[config.mk]
export PLATFORM = sky130hd
export DESIGN_NAME = capture_dump_uart_flat
export DESIGN_NICKNAME = d
export VERILOG_FILES = /design/src/rtl/rtla_pkg.sv /design/src/rtl/capture_dump_uart_if.sv /design/src/rtl/uart_byte_issuer.sv /design/src/rtl/capture_dump_uart.sv /design/src/flat_wrapper.sv
export SDC_FILE = /design/constraint.sdc
export NUM_CORES = 1
export LEC_CHECK = 0
export ABC_AREA = 1
export BUFFER_PORTS_ARGS = -buffer_cell sky130_fd_sc_hd__buf_2
export CELL_PAD_IN_SITES_DETAIL_PLACEMENT = 0
export CELL_PAD_IN_SITES_GLOBAL_PLACEMENT = 1
export CORE_UTILIZATION = 31
export CTS_BUF_LIST = sky130_fd_sc_hd__clkbuf_4
export DETAILED_ROUTE_END_ITERATION = 6
export GPL_TIMING_DRIVEN = 0
export PLACE_DENSITY = 0.61
export SLEW_MARGIN = 0
export SYNTH_ARGS = -nofsm -noshare
export SYNTH_HDL_FRONTEND = slang
export SYNTH_SLANG_ARGS = --single-unit
[constraint.sdc]
create_clock -name clk -period 12.2 [get_ports clk]
set_input_delay 0.61 -clock clk [delete_from_list [all_inputs] [get_ports clk]]
set_output_delay 0.61 -clock clk [all_outputs]
set_load 0.01 [all_outputs]
[src/rtl/rtla_pkg.sv]
// Shared definitions for the capture dump path: sync bytes, FSM encodings, word/byte helper.
package rtla_pkg;

  localparam int unsigned BYTE_W = 8;

  localparam logic [BYTE_W-1:0] SYNC0 = 8'h52;
  localparam logic [BYTE_W-1:0] SYNC1 = 8'h54;

  typedef enum logic [2:0] {
    ST_IDLE  = 3'd0,
    ST_HDR0  = 3'd1,
    ST_HDR1  = 3'd2,
    ST_FETCH = 3'd3,
    ST_LOAD  = 3'd4,
    ST_SEND  = 3'd5,
    ST_CSUM  = 3'd6,
    ST_REARM = 3'd7
  } dump_state_t;

  typedef enum logic [1:0] {
    ISS_IDLE  = 2'd0,
    ISS_GUARD = 2'd1,
    ISS_WAIT  = 2'd2
  } iss_state_t;

  function automatic int unsigned bytes_per_word(input int unsigned data_width);
    return data_width / BYTE_W;
  endfunction

endpackage

[src/rtl/capture_dump_uart_if.sv]
// Bundle of capture-core read port, UART byte port and frame status for the dump block.
interface capture_dump_uart_if
  import rtla_pkg::*;
#(
  parameter int unsigned DATA_WIDTH = 128,
  parameter int unsigned ADDR_WIDTH = 9
);

  logic                  done;
  logic [ADDR_WIDTH-1:0] read_addr;
  logic [DATA_WIDTH-1:0] read_data;
  logic                  capture_rearm;
  logic [BYTE_W-1:0]     tx_data;
  logic                  tx_en;
  logic                  tx_active;
  logic                  busy;
  logic [BYTE_W-1:0]     checksum_out;

  modport master (
    input  done, read_data, tx_active,
    output read_addr, capture_rearm, tx_data, tx_en, busy, checksum_out
  );

  modport slave (
    output done, read_data, tx_active,
    input  read_addr, capture_rearm, tx_data, tx_en, busy, checksum_out
  );

endinterface

[src/rtl/uart_byte_issuer.sv]
// Paces bytes into the UART: one-cycle tx_en strobe, a guard cycle, then wait for tx_active low.
module uart_byte_issuer
  import rtla_pkg::*;
(
  input  logic              clk,
  input  logic              reset,
  input  logic              req,
  input  logic [BYTE_W-1:0] byte_in,
  output logic              ack,
  input  logic              tx_active,
  output logic              tx_en,
  output logic [BYTE_W-1:0] tx_data
);

  iss_state_t state;

  // Guard cycle covers the UART's one-cycle delay before it raises tx_active.
  always_ff @(posedge clk or posedge reset) begin
    if (reset) begin
      state   <= ISS_IDLE;
      ack     <= 1'b0;
      tx_en   <= 1'b0;
      tx_data <= '0;
    end else begin
      ack   <= 1'b0;
      tx_en <= 1'b0;
      case (state)
        ISS_IDLE: begin
          if (req && !tx_active) begin
            tx_en   <= 1'b1;
            tx_data <= byte_in;
            ack     <= 1'b1;
            state   <= ISS_GUARD;
          end
        end
        ISS_GUARD: state <= ISS_WAIT;
        ISS_WAIT:  if (!tx_active) state <= ISS_IDLE;
        default:   state <= ISS_IDLE;
      endcase
    end
  end

endmodule

[src/rtl/capture_dump_uart.sv]
// Streams the capture buffer to the UART as "RT" + words (MSB byte first) + XOR checksum,
// then pulses capture_rearm to re-arm the capture core.
module capture_dump_uart
  import rtla_pkg::*;
#(
  parameter int unsigned DATA_WIDTH   = 128,
  parameter int unsigned ADDR_WIDTH   = 9,
  parameter int unsigned DEPTH        = 512,
  parameter int unsigned READ_LATENCY = 1
)(
  input  logic                 clk,
  input  logic                 reset,
  capture_dump_uart_if.master  bus
);

  localparam int unsigned BPW    = bytes_per_word(DATA_WIDTH);
  localparam int unsigned BIDX_W = (BPW > 1) ? $clog2(BPW) : 1;
  localparam int unsigned LAT_W  = 2;

  dump_state_t           state;
  logic                  done_q;
  logic [LAT_W-1:0]      lat_cnt;
  logic [BIDX_W-1:0]     byte_idx;
  logic [DATA_WIDTH-1:0] shreg;
  logic                  req;
  logic [BYTE_W-1:0]     req_byte;
  logic                  ack;

  uart_byte_issuer u_issuer (
    .clk       (clk),
    .reset     (reset),
    .req       (req),
    .byte_in   (req_byte),
    .ack       (ack),
    .tx_active (bus.tx_active),
    .tx_en     (bus.tx_en),
    .tx_data   (bus.tx_data)
  );

  always_ff @(posedge clk or posedge reset) begin
    if (reset) begin
      state             <= ST_IDLE;
      done_q            <= 1'b0;
      lat_cnt           <= '0;
      byte_idx          <= '0;
      shreg             <= '0;
      req               <= 1'b0;
      req_byte          <= '0;
      bus.read_addr     <= '0;
      bus.capture_rearm <= 1'b0;
      bus.busy          <= 1'b0;
      bus.checksum_out  <= '0;
    end else begin
      done_q            <= bus.done;
      bus.capture_rearm <= 1'b0;
      // A data byte accepted by the issuer counts even if the frame aborts this edge.
      if (ack && state == ST_SEND) bus.checksum_out <= bus.checksum_out ^ req_byte;

      if (bus.busy && state != ST_REARM && !bus.done) begin
        state         <= ST_IDLE;
        req           <= 1'b0;
        bus.busy      <= 1'b0;
        bus.read_addr <= '0;
      end else begin
        case (state)
          ST_IDLE: begin
            if (bus.done && !done_q) begin
              state            <= ST_HDR0;
              bus.busy         <= 1'b1;
              bus.checksum_out <= '0;
              bus.read_addr    <= '0;
              req              <= 1'b1;
              req_byte         <= SYNC0;
            end
          end
          ST_HDR0: begin
            if (ack) begin
              req_byte <= SYNC1;
              state    <= ST_HDR1;
            end
          end
          ST_HDR1: begin
            if (ack) begin
              req     <= 1'b0;
              lat_cnt <= '0;
              state   <= ST_FETCH;
            end
          end
          ST_FETCH: begin
            if (lat_cnt == LAT_W'(READ_LATENCY - 1)) state <= ST_LOAD;
            else lat_cnt <= lat_cnt + LAT_W'(1);
          end
          ST_LOAD: begin
            req_byte <= bus.read_data[DATA_WIDTH-1 -: BYTE_W];
            shreg    <= bus.read_data << BYTE_W;
            byte_idx <= '0;
            req      <= 1'b1;
            state    <= ST_SEND;
          end
          ST_SEND: begin
            if (ack) begin
              if (byte_idx == BIDX_W'(BPW - 1)) begin
                if (bus.read_addr == ADDR_WIDTH'(DEPTH - 1)) begin
                  req_byte <= bus.checksum_out ^ req_byte;
                  state    <= ST_CSUM;
                end else begin
                  req           <= 1'b0;
                  bus.read_addr <= bus.read_addr + ADDR_WIDTH'(1);
                  lat_cnt       <= '0;
                  state         <= ST_FETCH;
                end
              end else begin
                byte_idx <= byte_idx + BIDX_W'(1);
                req_byte <= shreg[DATA_WIDTH-1 -: BYTE_W];
                shreg    <= shreg << BYTE_W;
              end
            end
          end
          ST_CSUM: begin
            if (ack) begin
              req               <= 1'b0;
              bus.capture_rearm <= 1'b1;
              state             <= ST_REARM;
            end
          end
          ST_REARM: begin
            bus.read_addr <= '0;
            bus.busy      <= 1'b0;
            state         <= ST_IDLE;
          end
          default: state <= ST_IDLE;
        endcase
      end
    end
  end

endmodule

[src/flat_wrapper.sv]
// flat-port wrapper written by rule: the top's interface ports become plain ports
module capture_dump_uart_flat import rtla_pkg::*;
#(
  parameter int unsigned DATA_WIDTH   = 128,
  parameter int unsigned ADDR_WIDTH   = 9,
  parameter int unsigned DEPTH        = 512,
  parameter int unsigned READ_LATENCY = 1
)
  (clk, reset, bus_done, bus_read_data, bus_tx_active, bus_read_addr, bus_capture_rearm, bus_tx_data, bus_tx_en, bus_busy, bus_checksum_out);
  capture_dump_uart_if #(.DATA_WIDTH(DATA_WIDTH), .ADDR_WIDTH(ADDR_WIDTH)) bus_i ();
  input  logic clk;
  input  logic reset;
  input wire logic [$bits(bus_i.done)-1:0] bus_done;
  input wire logic [$bits(bus_i.read_data)-1:0] bus_read_data;
  input wire logic [$bits(bus_i.tx_active)-1:0] bus_tx_active;
  output wire logic [$bits(bus_i.read_addr)-1:0] bus_read_addr;
  output wire logic [$bits(bus_i.capture_rearm)-1:0] bus_capture_rearm;
  output wire logic [$bits(bus_i.tx_data)-1:0] bus_tx_data;
  output wire logic [$bits(bus_i.tx_en)-1:0] bus_tx_en;
  output wire logic [$bits(bus_i.busy)-1:0] bus_busy;
  output wire logic [$bits(bus_i.checksum_out)-1:0] bus_checksum_out;
  assign bus_i.done = bus_done;
  assign bus_i.read_data = bus_read_data;
  assign bus_i.tx_active = bus_tx_active;
  assign bus_read_addr = bus_i.read_addr;
  assign bus_capture_rearm = bus_i.capture_rearm;
  assign bus_tx_data = bus_i.tx_data;
  assign bus_tx_en = bus_i.tx_en;
  assign bus_busy = bus_i.busy;
  assign bus_checksum_out = bus_i.checksum_out;
  capture_dump_uart #(.DATA_WIDTH(DATA_WIDTH), .ADDR_WIDTH(ADDR_WIDTH), .DEPTH(DEPTH), .READ_LATENCY(READ_LATENCY)) u_core (.clk(clk), .reset(reset), .bus(bus_i));
endmodule
==> out/metrics.yaml <==
outcome:
  status: "complete, no violations"
layout:
  areaGrowthSynthToFinish_pct: 19.4
  layout.cells.non_filler: 1417
  finalNetCount: 1204
  drive_above_1_share: 0.224
  post-route-util: 0.376
synthesis:
  yosys-top-cells-area: "dfrtp_1, mux2i_1, nand2_1, o21ai_1, nand3_1"
  seq_area_frac_synth: 0.518
  synth_area_mm2: 0.00816
  syn_inst: 888
  syn_nets: 1025
  yosys.area.top_type: "dfrtp_1"
  ys_types: 31
  ys_ff_latch: 169
  yosysTopAreaCellShare: 0.518
  avgSynthCellArea_um2: 9.19
  ys_warn_count: 0
drt:
  wl_mm: 22.1
  num_vias: 6572
  ant_nets: 0
  drc: 0
  drtIter0Drc: 342
  wl_per_cell_um: 15.6
  via_per_inst: 4.64
  first_pass_iters: 7
setup_path:
  path_class: "flip-flop to flip-flop"
  r2r_slack_ns: 9.76
  r2r-end: "u_core.req_byte[3]"
  ff2ff_path_depth: 10
  crit-reg2reg-launch: "u_core.bus.read_addr[0]"
  worstPathRequired_ns: 12.71
  arrival_ns: 2.96
  start_kind: "flip-flop"
  crit_path_end_kind: "flip-flop"
  crit_fanout: 8
sta:
  rsz0062_at_grt: "no"
  hold_violations: 0
  setup_viol_count_final: 0
  finClkSkew_ns: 0.0282
  fin_crit_ns: 2.44
  final_max_slew_viol_count: 0
  worstMarginPinSlew_ns: 0.787
  fin_crit_sh: 0.200
  max_freq_mhz: 409
  relSlewSlack: 0.476
  tns_ns: 0
clock_network:
  cts_tree: "built"
  clock_path_buffers: 2
  clk_pin_slew_ns: 0.19
  cts_root_buf: "clkbuf_4"
  cts_hold_buf: 0
  clkSinkCount: 169
  worst_skew_pair.late_latency_ns: 0.58
  post_cts_buffers: 0
  htree_levels: 4
  cts_resized: 0
  cts_buffers: 17
die:
  die_w_um: 164
  die_y_um: 164
  start_util: 0.315
  core_area_mm2: 0.0259
  io_pins: 160
  fp.dieArea_mm2: 0.0270
  rows: 59
global_route:
  antenna_found_initial: 4
  grtUsageTotal: 0.173
  grt_max_degree: 88
  grt_pass1_vias: 6582
  grt_overflow: 0
  grt_pass1_wl_mm: 35.6
placement:
  io_buffers: 159
  dp_hpwl_mm: 16.2
  placed_cells: 1383
  globalplace.congestion: 0.794
power_and_ir_drop:
  total_power_mw: 1.96
  power_density_mw_per_mm2: 201
  worst_ir_drop_vdd_mv: 0.0719
  power.leakage_nw: 5.67
worst_hold_path:
  min_path_type: "input pin to asynchronous set/reset pin"
run:
  cap_violations: 0
## critical path: stages, from the launching register on
cell and delay (ns):
dfrtp_1 0.47, ha_1 0.24, nand2_1 0.07, nor2_1 0.15, nand3_1 0.10, nor2_1 0.20
ha_1 0.22, inv_1 0.08, a21oi_1 0.62, nand3_1 0.14, nand2_1 0.09
## layer usage
metal,vias up,part of all wire,global-route usage,routed length (um)
met5,-,0.0012,0,26
met4,4,0.0051,0.0332,113
met3,11,0.046,0.0417,1020
met2,141,0.46,0.272,10300
met1,3120,0.48,0.241,10700
li1,3296,-,-,-
## cells by family after synthesis
| group | count (synthesis) | share of synthesized area |
|---|---|---|
| DFF | 169 | 0.518 |
| xor gates and xnor gates | 13 | 0.0140 |
| AOI/OAI and AO/OA | 140 | 0.0870 |
| buffers and inverters | 84 | 0.0534 |
| and+or+nand+nor | 364 | 0.181 |
| adders and majority gates | 5 | 0.00767 |
| muxes | 113 | 0.139 |
## worst max path at each step
stage / start / to / slack [ns] / depth (start not counted)
3_5_place_dp: u_core.bus.read_addr[0] / u_core.req_byte[7] / 9.79 / 10
6_report: u_core.bus.read_addr[0] / u_core.req_byte[3] / 9.76 / 10
5_1_grt: u_core.bus.read_addr[0] / u_core.req_byte[4] / 9.39 / 10
3_3_place_gp: reset / u_core.shreg[22] / 4.54 / 2
4_1_cts: u_core.bus.read_addr[0] / u_core.req_byte[7] / 9.74 / 10
2_1_floorplan: reset / u_core.bus.busy / 7.01 / 1
## registers in the layout, summed over array words and instances (netlist names)
register and count:
u_core.u_issuer.tx_data 8, u_core.bus.busy 1, u_core.req_byte 8, u_core.done_q 1, u_core.u_issuer.state 2, u_core.shreg 120
u_core.byte_idx 4, u_core.u_issuer.tx_en 1, u_core.lat_cnt 2, u_core.bus.capture_rearm 1, u_core.state 3, u_core.bus.read_addr 9
u_core.req 1, u_core.bus.checksum_out 8
## Yosys cell counts (all sizes together)
master,n
inv,36
a21oi,15
nand2,284
clkinv,2
xor2,12
buf,34
clkbuf,12
dfrtp,169
or2,1
nor2,30
nand3b,2
mux2i,113
ha,5
nand4,5
nand3,41
a21o,1
nor3,1
xnor2,1
o21ai,123
o21bai,1
## stage by stage
step | instance area, um^2 | hold WS, ns | setup WS [ns]
global route | 9730 | 0.0551 | 9.39
detailed placement | 9410 | 0.445 | 9.79
floorplan | 8160 | 0.424 | 7.01
global placement | 9370 | 0.442 | 4.54
CTS | 9730 | 0.0679 | 9.74
finish | 9740 | 0.0700 | 9.76
## placed cells by master (no fill, tap or decap), types with 15 or more instances in the layout
master / count
nand2_1: 282
buf_2: 171
dfrtp_1: 169
o21ai_1: 114
mux2i_1: 113
nand3_1: 39
inv_1: 32
nor2_1: 27
clkbuf_4: 19
buf_4: 18
a21oi_1: 15
## area by class of cell
| type | count | area, um^2 |
|---|---|---|
| Sequential cell | 169 | 4230 |
| Clock buffer | 17 | 128 |
| Antenna cell | 2 | 5.00 |
| Inverter | 38 | 150 |
| Fill cell | 2708 | 16200 |
| Multi-Input combinational cell | 635 | 3490 |
| Timing Repair Buffer | 160 | 823 |
| Tap cell | 335 | 419 |
| Clock inverter | 15 | 198 |
| Buffer | 46 | 293 |
## power breakdown
| group | internal, mW | leakage, nW | switching, mW |
|---|---|---|---|
| logic | 0.270 | 3.33 | 0.390 |
| registers | 0.785 | 2.17 | 0.143 |
| clock network | 0.120 | 0.174 | 0.251 |
Power figures use the tool's default switching activity.
